===== src/rtl/knn_vote_pkg.sv =====
// Shared definitions for the KNN vote block: list geometry, the invalid-distance
// marker, FSM state encoding and entry field-extract helpers (also used by the
// insert datapath).
package knn_vote_pkg;

  localparam int DATA_W = 32;
  localparam int C      = 8;
  localparam int K      = 4;
  localparam int NCLASS = 16;
  localparam int E      = DATA_W + C;
  localparam int LIST_W = K * E;
  localparam int CNT_W  = $clog2(K + 1);
  localparam int IDX_W  = (K > 1) ? $clog2(K) : 1;
  localparam int CLS_W  = (NCLASS > 1) ? $clog2(NCLASS) : 1;

  // An entry whose distance is all-ones has never been filled.
  localparam logic [DATA_W-1:0] INVALID_DIST = {DATA_W{1'b1}};
  localparam logic [C-1:0]      NCLASS_L     = C'(NCLASS);
  localparam logic [IDX_W-1:0]  LAST_IDX     = IDX_W'(K - 1);

  typedef enum logic [1:0] {
    ST_IDLE = 2'd0,
    ST_SCAN = 2'd1,
    ST_DONE = 2'd2
  } state_t;

  // Entry i of the packed list; entry 0 (nearest) sits at the MSB end.
  function automatic logic [E-1:0] get_entry(input logic [LIST_W-1:0] list, input int i);
    return list[(K-1-i)*E +: E];
  endfunction

  function automatic logic [DATA_W-1:0] entry_dist(input logic [E-1:0] e);
    return e[E-1:C];
  endfunction

  function automatic logic [C-1:0] entry_label(input logic [E-1:0] e);
    return e[C-1:0];
  endfunction

endpackage


===== src/rtl/knn_vote_if.sv =====
// Request/result bundle between the neighbour-list side and the vote engine.
interface knn_vote_if;
  import knn_vote_pkg::*;

  logic                start;
  logic [LIST_W-1:0]   nb_list;
  logic                busy;
  logic                done;
  logic [C-1:0]        label;
  logic [CNT_W-1:0]    votes;
  logic                valid;
  logic                bad_label;

  modport master (
    output start, nb_list,
    input  busy, done, label, votes, valid, bad_label
  );

  modport slave (
    input  start, nb_list,
    output busy, done, label, votes, valid, bad_label
  );
endinterface


===== src/rtl/knn_vote_bank.sv =====
// Per-class vote counters. One counter may be bumped per cycle; the bumped
// value is also registered on rd_cnt so the caller can compare it next cycle.
module knn_vote_bank
  import knn_vote_pkg::*;
(
  input  logic             clk,
  input  logic             rst,
  input  logic             clr,
  input  logic             inc,
  input  logic [CLS_W-1:0] inc_idx,
  output logic [CNT_W-1:0] rd_cnt
);

  logic [CNT_W-1:0] cnt [NCLASS];

  // Counter array with synchronous clear and single-index increment.
  always_ff @(posedge clk or posedge rst) begin
    if (rst) begin
      for (int i = 0; i < NCLASS; i++) cnt[i] <= '0;
      rd_cnt <= '0;
    end else if (clr) begin
      for (int i = 0; i < NCLASS; i++) cnt[i] <= '0;
      rd_cnt <= '0;
    end else if (inc) begin
      cnt[inc_idx] <= cnt[inc_idx] + CNT_W'(1);
      rd_cnt       <= cnt[inc_idx] + CNT_W'(1);
    end
  end

endmodule


===== src/rtl/knn_vote.sv =====
// KNN majority vote: snapshots the neighbour list on start, scans one entry per
// clock, tallies votes per class and reports the first class (in index order)
// to reach the highest count.
module knn_vote
  import knn_vote_pkg::*;
(
  input logic       clk,
  input logic       rst,
  knn_vote_if.slave bus
);

  state_t           state;
  logic [E-1:0]     snap [K];
  logic [IDX_W-1:0] idx;
  logic [CNT_W-1:0] best_cnt;
  logic [C-1:0]     best_label;
  // The bank's count lands one cycle after the vote, so that vote's label is
  // remembered here and compared against best one cycle later.
  logic             pend;
  logic [C-1:0]     pend_label;

  logic [E-1:0]      cur_entry;
  logic [DATA_W-1:0] cur_dist;
  logic [C-1:0]      cur_label;
  logic              cur_vote;
  logic              cur_bad;
  logic [CNT_W-1:0]  rd_cnt;
  logic [CNT_W-1:0]  nb_cnt;
  logic [C-1:0]      nb_label;
  logic              bank_clr;

  assign bank_clr = (state == ST_IDLE) && bus.start;

  knn_vote_bank u_bank (
    .clk     (clk),
    .rst     (rst),
    .clr     (bank_clr),
    .inc     (cur_vote),
    .inc_idx (cur_label[CLS_W-1:0]),
    .rd_cnt  (rd_cnt)
  );

  // Classify the current entry and fold the pending vote into the best so far.
  always_comb begin
    cur_entry = snap[idx];
    cur_dist  = entry_dist(cur_entry);
    cur_label = entry_label(cur_entry);
    cur_vote  = 1'b0;
    cur_bad   = 1'b0;
    if ((state == ST_SCAN) && (cur_dist != INVALID_DIST)) begin
      if (cur_label < NCLASS_L) begin
        cur_vote = 1'b1;
      end else begin
        cur_bad = 1'b1;
      end
    end else begin
      cur_vote = 1'b0;
    end

    nb_cnt   = best_cnt;
    nb_label = best_label;
    if (pend && (rd_cnt > best_cnt)) begin
      nb_cnt   = rd_cnt;
      nb_label = pend_label;
    end else begin
      nb_cnt   = best_cnt;
      nb_label = best_label;
    end
  end

  // Control FSM, best tracking and registered result outputs.
  always_ff @(posedge clk or posedge rst) begin
    if (rst) begin
      state         <= ST_IDLE;
      idx           <= '0;
      for (int i = 0; i < K; i++) snap[i] <= '0;
      best_cnt      <= '0;
      best_label    <= '0;
      pend          <= 1'b0;
      pend_label    <= '0;
      bus.busy      <= 1'b0;
      bus.done      <= 1'b0;
      bus.label     <= '0;
      bus.votes     <= '0;
      bus.valid     <= 1'b0;
      bus.bad_label <= 1'b0;
    end else begin
      bus.done <= 1'b0;
      case (state)
        ST_IDLE: begin
          if (bus.start) begin
            for (int i = 0; i < K; i++) snap[i] <= get_entry(bus.nb_list, i);
            idx           <= '0;
            best_cnt      <= '0;
            best_label    <= '0;
            pend          <= 1'b0;
            bus.bad_label <= 1'b0;
            bus.busy      <= 1'b1;
            state         <= ST_SCAN;
          end
        end
        ST_SCAN: begin
          best_cnt   <= nb_cnt;
          best_label <= nb_label;
          pend       <= cur_vote;
          pend_label <= cur_label;
          if (cur_bad) bus.bad_label <= 1'b1;
          if (idx == LAST_IDX) begin
            state <= ST_DONE;
          end else begin
            idx <= idx + IDX_W'(1);
          end
        end
        ST_DONE: begin
          best_cnt   <= nb_cnt;
          best_label <= nb_label;
          pend       <= 1'b0;
          bus.label  <= nb_label;
          bus.votes  <= nb_cnt;
          bus.valid  <= (nb_cnt != '0);
          bus.done   <= 1'b1;
          bus.busy   <= 1'b0;
          state      <= ST_IDLE;
        end
        default: begin
          state <= ST_IDLE;
        end
      endcase
    end
  end

endmodule


===== src/flat_wrapper.sv =====
// flat-port wrapper written by rule: the top's interface ports become plain ports
module knn_vote_flat import knn_vote_pkg::*;
  (clk, rst, bus_start, bus_nb_list, bus_busy, bus_done, bus_label, bus_votes, bus_valid, bus_bad_label);
  knn_vote_if bus_i ();
  input logic clk;
  input logic rst;
  input wire logic [$bits(bus_i.start)-1:0] bus_start;
  input wire logic [$bits(bus_i.nb_list)-1:0] bus_nb_list;
  output wire logic [$bits(bus_i.busy)-1:0] bus_busy;
  output wire logic [$bits(bus_i.done)-1:0] bus_done;
  output wire logic [$bits(bus_i.label)-1:0] bus_label;
  output wire logic [$bits(bus_i.votes)-1:0] bus_votes;
  output wire logic [$bits(bus_i.valid)-1:0] bus_valid;
  output wire logic [$bits(bus_i.bad_label)-1:0] bus_bad_label;
  assign bus_i.start = bus_start;
  assign bus_i.nb_list = bus_nb_list;
  assign bus_busy = bus_i.busy;
  assign bus_done = bus_i.done;
  assign bus_label = bus_i.label;
  assign bus_votes = bus_i.votes;
  assign bus_valid = bus_i.valid;
  assign bus_bad_label = bus_i.bad_label;
  knn_vote u_core (.clk(clk), .rst(rst), .bus(bus_i));
endmodule

===== config.mk =====
export PLATFORM = sky130hd
export DESIGN_NAME = knn_vote_flat
export DESIGN_NICKNAME = d
export VERILOG_FILES = /design/src/rtl/knn_vote_pkg.sv /design/src/rtl/knn_vote_if.sv /design/src/rtl/knn_vote_bank.sv /design/src/rtl/knn_vote.sv /design/src/flat_wrapper.sv
export SDC_FILE = /design/constraint.sdc
export NUM_CORES = 1
export LEC_CHECK = 0
export CORE_MARGIN = 4
export CORE_UTILIZATION = 45
export CTS_BUF_LIST = sky130_fd_sc_hd__clkbuf_16
export CTS_CLUSTER_DIAMETER = 60
export DETAILED_ROUTE_END_ITERATION = 16
export GPL_TIMING_DRIVEN = 0
export PLACE_DENSITY = 0.69
export SYNTH_ARGS = -nofsm -noshare
export SYNTH_HDL_FRONTEND = slang
export SYNTH_HIERARCHICAL = 1
export SYNTH_SLANG_ARGS = --single-unit

===== constraint.sdc =====
create_clock -name clk -period 9.51 [get_ports clk]
set_clock_uncertainty 0.05 [all_clocks]
set_input_delay 1.902 -clock clk [delete_from_list [all_inputs] [get_ports clk]]
set_output_delay 1.902 -clock clk [all_outputs]
set_load 0.02 [all_outputs]

==> flow_results.org <==
** Power and ir drop
- Gate power share :: 35.1%
- Static leakage power :: 5.776 nW
- Net switching is 31.99% of the power.
- Cell internal power was estimated by the tool at 2.831 mW.
- The clock network is responsible for 22.7% of the overall power.
- Psw :: 1.332 mW
- For this design the ratio of total power to cell area is 298.0 nW/um2.
- Sequential cells account for 42.1% of the total power.
- Overall power consumption after layout is estimated at 4.163 mW.
- Maximum vdd drop :: 191.2 uV

** CTS
- Cells resized by post-CTS repair :: 0
- Clk slew on worst S/H paths :: 60 ps
- Post-CTS setup buffer count :: 0
- Clock root buffer :: sky130_fd_sc_hd__clkbuf_16
- Number of buffers added by the clock tree synthesis step :: 27
- Maximum root-to-sink buffer count :: 3
- Number of sinks handled by clock tree synthesis :: 250
- Hold buffers post-CTS :: 0
- CTS tree :: yes
- Deepest level of the CTS H-tree :: 1
- Clock latency on the worst-skew pair, taken at its later pin, is 530 ps.

** Yosys
- Distinct cell type count after synthesis :: 50
- Synthesized net count :: 987
- Commonest register cell after synthesis :: sky130_fd_sc_hd__dfrtp_1
- In this run, synthesis inferred 0 flip-flops with an integrated enable.
- Number of synthesized register bits :: 250
- Synthesized area divided by synthesized cell count :: 13.43 um2
- Counting flops with an async set or reset pin after synthesis yields a share of 100.0%.
- Synthesis Warnings :: 6
- Area of the mapped netlist :: 10940 um2
- Synthesis produced 815 cells.
- Sequential fraction of the synthesis area :: 57.18%

** Placement
- Count of port buffers added during placement :: 177
- Timing analysis after detailed placement gives a worst setup slack of 4945 ps.
- Summing all placed instances gives a cell area of 13170 um2.
- The congestion estimate from routability-driven global placement came to 0.8653.
- Detailed placement finished with a half-perimeter wire length of 18760 um.
- In this run, placement finished with an instance count of 1313.

** Floorplan
- Count of pins on the block boundary :: 178
- Initial Util :: 46.20%
- Vert. Die Dim :: 163.9 um
- After floorplanning, the core was divided into 56 placement rows.
- The floorplan step defined a die boundary enclosing 26870 um2.
- Chip width :: 163.9 um
- Core area :: 23680 um2

** Setup path
- Data arrival time of the critical path :: 4760 ps
- Count of buffer and inverter cells on the critical path :: 5
- Worst r2r path cells :: 11
- Walking the worst path, the cells encountered are buf_1 > mux4_2 > clkbuf_4 > buf_1 > mux4_1 > mux4_2 > ha_1 > clkbuf_1 > buf_1 > mux2i_1 > nor2_1.
- The startpoint identified for the worst register-to-register timing path is u_core/idx[1].
- Critical path type :: reg2reg
- The worst setup path is captured at a register.
- Data on the critical path is required at its endpoint by 9910 ps.
- On the worst path, the slowest cell contributes a delay of 580 ps.
- Reg-to-reg critical path endpoint :: u_core/u_bank/cnt[10]
- Nature of the critical path startpoint :: register
- Cell with the largest stage delay on the worst path :: sky130_fd_sc_hd__buf_1
- Path length in cells of the critical path :: 11
- On the critical path the largest part of the delay comes from buffers and inverters.
- The setup check on the worst reg-to-reg path leaves a slack of 5150 ps.
- Among the stages of the critical path, the cell type that occurs most often is sky130_fd_sc_hd__buf_1.
- Along the worst path, the maximum fanout reaches 10.

** Flow run
- # Max-Cap Violations :: 0

** Detailed routing
- Detail-routed via count per cell :: 5.339
- Number of DRC markers in iteration 0 :: 428
- DRC violations left :: 0
- Once detail routing completed, the nets flagged for antenna violations numbered 0.
- Count of TritonRoute iterations in the first routing pass :: 5
- After detailed routing, the total wire length is 25220 um.
- Dividing the detail-routed wire length by the instance count gives 18.52 um.
- The detailed router placed 7272 vias in this run.

** Finish
- Measured on the finished design, the core utilization comes to 58.98%.
- Post-route cell area :: 13970 um2
- Share of final-layout standard cells stronger than drive strength 1 :: 23.90%
- Area growth from synthesis to layout :: 27.65%
- After the flow finishes, the layout carries non-filler instances totaling 1362.
- Counting the fill cells in the layout gives 1987.
- Number of nets at the end of the flow :: 1195

** Worst hold path
- The worst hold path terminates at u_core/bus.valid.
- Startpoint of the worst hold path :: u_core/bus.valid
- Along the worst hold path, the cell count comes to 2.
- The worst hold path belongs to the class reg2reg.

** GRT
- Via count of the first global-routing pass :: 7716
- In the global route stage, overall resource usage came out at 19.13%.
- Number of antenna violations at the first check in global routing :: 2
- The first global-routing pass estimated 40820 um of wire.
- Remaining global-route overflow :: 0
- Entering global routing, the biggest net connects 127 pins.

** STA
- The worst path uses 45.87% of the clock period.
- After layout, the minimum clock period comes to 4363 ps.
- For the pin with the worst max-slew slack, the measured transition is 1067 ps.
- Final number of max-transition violations :: 0
- The worst path meets setup with 5147 ps of slack.
- The tightest hold path in the finished design has a slack of 435.0 ps.
- Setup violations remaining at the end of the flow were counted as 0.
- Relative max-transition margin :: 28.10%
- Setup repair after global routing left no endpoint under its margin.
- Setup TNS :: 0 ps
- Top achievable clock speed :: 229.2 MHz
- Final Hold Violating Endpoints :: 0

** Outcome
- The flow ran to the end, and the final reports show no timing, DRC or antenna violations.
==> cell usage in the layout, fill, tap and decap left out, types with 3 or more instances in the layout <==
cell type                           n
sky130_fd_sc_hd__clkbuf_8           4
sky130_fd_sc_hd__a22oi_1           12
sky130_fd_sc_hd__nor2_1            79
sky130_fd_sc_hd__mux2_2           168
sky130_fd_sc_hd__buf_6              3
sky130_fd_sc_hd__mux2i_1           30
sky130_fd_sc_hd__clkdlybuf4s50_1  177
sky130_fd_sc_hd__clkinv_1          13
sky130_fd_sc_hd__buf_1              3
sky130_fd_sc_hd__o21ai_1            3
sky130_fd_sc_hd__nand3b_1           4
sky130_fd_sc_hd__nand2b_1           4
sky130_fd_sc_hd__nor3_1             5
sky130_fd_sc_hd__clkbuf_16         27
sky130_fd_sc_hd__a21oi_1           18
sky130_fd_sc_hd__xnor2_1           16
sky130_fd_sc_hd__nand4_1           25
sky130_fd_sc_hd__nand2_1           27
sky130_fd_sc_hd__o21ai_0           20
sky130_fd_sc_hd__clkbuf_1          19
sky130_fd_sc_hd__nor4_1             8
sky130_fd_sc_hd__dfrtp_1          250
sky130_fd_sc_hd__a211oi_1          20
sky130_fd_sc_hd__inv_1             14
sky130_fd_sc_hd__mux4_2            14
sky130_fd_sc_hd__a22o_1             3
sky130_fd_sc_hd__nand3_1            8
sky130_fd_sc_hd__mux4_1             6
sky130_fd_sc_hd__o31ai_1            3
sky130_fd_sc_hd__ha_1               9
sky130_fd_sc_hd__buf_2             14
==> worst register-to-register path: stages (launching register included) <==
cell	delay (ps)
sky130_fd_sc_hd__dfrtp_1	460
sky130_fd_sc_hd__buf_1	580
sky130_fd_sc_hd__mux4_2	350
sky130_fd_sc_hd__clkbuf_4	250
sky130_fd_sc_hd__buf_1	420
sky130_fd_sc_hd__mux4_1	400
sky130_fd_sc_hd__mux4_2	470
sky130_fd_sc_hd__ha_1	280
sky130_fd_sc_hd__clkbuf_1	340
sky130_fd_sc_hd__buf_1	420
sky130_fd_sc_hd__mux2i_1	140
sky130_fd_sc_hd__nor2_1	120
==> layout make-up <==
cell class,count,area [um2],share of cell area (%)
diodes,1,2.502,0.01792
plain buffers,46,279.0,1.998
clock buffers,27,675.6,4.837
clock inverters,21,121.4,0.8689
inverters,14,60.06,0.4300
multi-input cells,505,4354,31.17
flip-flops and latches,250,6256,44.79
well taps,319,399.1,2.858
repair buffers,179,1819,13.03
==> power by group through the flow <==
stage	Clock, mW	Sequential, mW	Combinational (mW)
2_1_floorplan	0	1.73	1.08
3_3_place_gp	0	1.76	1.44
3_5_place_dp	0	1.77	1.48
4_1_cts	0.969	1.76	1.48
5_1_grt	1.02	1.81	1.60
6_report	0.947	1.75	1.46
==> synth_stat cells (2+ instances only) <==
master	number	area, um2
sky130_fd_sc_hd__a211oi_1	20	150.1
sky130_fd_sc_hd__a211oi_2	2	25.02
sky130_fd_sc_hd__a21oi_1	18	90.09
sky130_fd_sc_hd__a22o_1	3	26.28
sky130_fd_sc_hd__a22oi_1	12	90.09
sky130_fd_sc_hd__buf_1	3	11.26
sky130_fd_sc_hd__buf_2	14	70.07
sky130_fd_sc_hd__buf_6	3	33.78
sky130_fd_sc_hd__clkbuf_1	19	71.32
sky130_fd_sc_hd__clkbuf_8	4	55.05
sky130_fd_sc_hd__dfrtp_1	250	6256
sky130_fd_sc_hd__ha_1	9	112.6
sky130_fd_sc_hd__inv_1	13	48.80
sky130_fd_sc_hd__mux2_2	168	1892
sky130_fd_sc_hd__mux2i_1	30	300.3
sky130_fd_sc_hd__mux4_1	6	157.7
sky130_fd_sc_hd__mux4_2	14	315.3
sky130_fd_sc_hd__nand2_1	27	101.4
sky130_fd_sc_hd__nand2b_1	4	25.02
sky130_fd_sc_hd__nand3_1	8	40.04
sky130_fd_sc_hd__nand3b_1	4	30.03
sky130_fd_sc_hd__nand4_1	25	156.4
sky130_fd_sc_hd__nand4b_1	2	17.52
sky130_fd_sc_hd__nor2_1	79	296.5
sky130_fd_sc_hd__nor2b_1	2	12.51
sky130_fd_sc_hd__nor3_1	5	25.02
sky130_fd_sc_hd__nor4_1	8	50.05
sky130_fd_sc_hd__o21ai_0	20	100.1
sky130_fd_sc_hd__o21ai_1	3	15.01
sky130_fd_sc_hd__o21bai_1	2	15.01
sky130_fd_sc_hd__o31ai_1	3	22.52
sky130_fd_sc_hd__xnor2_1	16	140.1
sky130_fd_sc_hd__xor2_1	2	17.52
==> routing by layer <==
layer	track usage [%]	up-vias	part of all wire (%)	wire, um
met4	4.537	4	2.2	559
met3	6.625	37	9.4	2365
met2	31.29	220	47	11950
met1	24.71	3624	41	10320
li1	-	3387	-	-
met5	0	-	0.079	20
==> worst max-delay path by stage <==
stage                             start               endpoint  slack, ps
after CTS                 u_core/idx[1]  u_core/u_bank/cnt[10]       5150
after detailed placement      bus_start  u_core/u_bank/cnt[28]       4940
final                     u_core/idx[1]  u_core/u_bank/cnt[10]       5150
after floorplan                     rst     u_core/best_cnt[0]       2130
after global placement              rst       u_core/snap[122]       -690
after global routing      u_core/idx[1]  u_core/u_bank/cnt[28]       4860
==> state kept, by name, indices dropped and copies added (netlist names) <==
register and cells:
u_core/snap 160, u_core/u_bank/cnt 48, u_core/best_label 8, u_core/bus.label 8, u_core/pend_label 8, u_core/best_cnt 3
u_core/bus.votes 3, u_core/u_bank/rd_cnt 3, u_core/idx 2, u_core/state 2, u_core/bus.bad_label 1, u_core/bus.busy 1
u_core/bus.done 1, u_core/bus.valid 1, u_core/pend 1
==> cell families (layout without fill, tap and decap cells) <==
kind of cell	after synthesis	after routing	share of synthesized area [%]
flops	250	250	57.18
mux	218	218	24.36
simple gates	171	171	7.570
compound gates	89	89	5.397
buf+inv	60	287	3.030
xor+xnor	18	18	1.441
fa+ha+maj	9	9	1.029
other cells	0	1	0
Note: power is estimated with default switching activity, not from simulation.
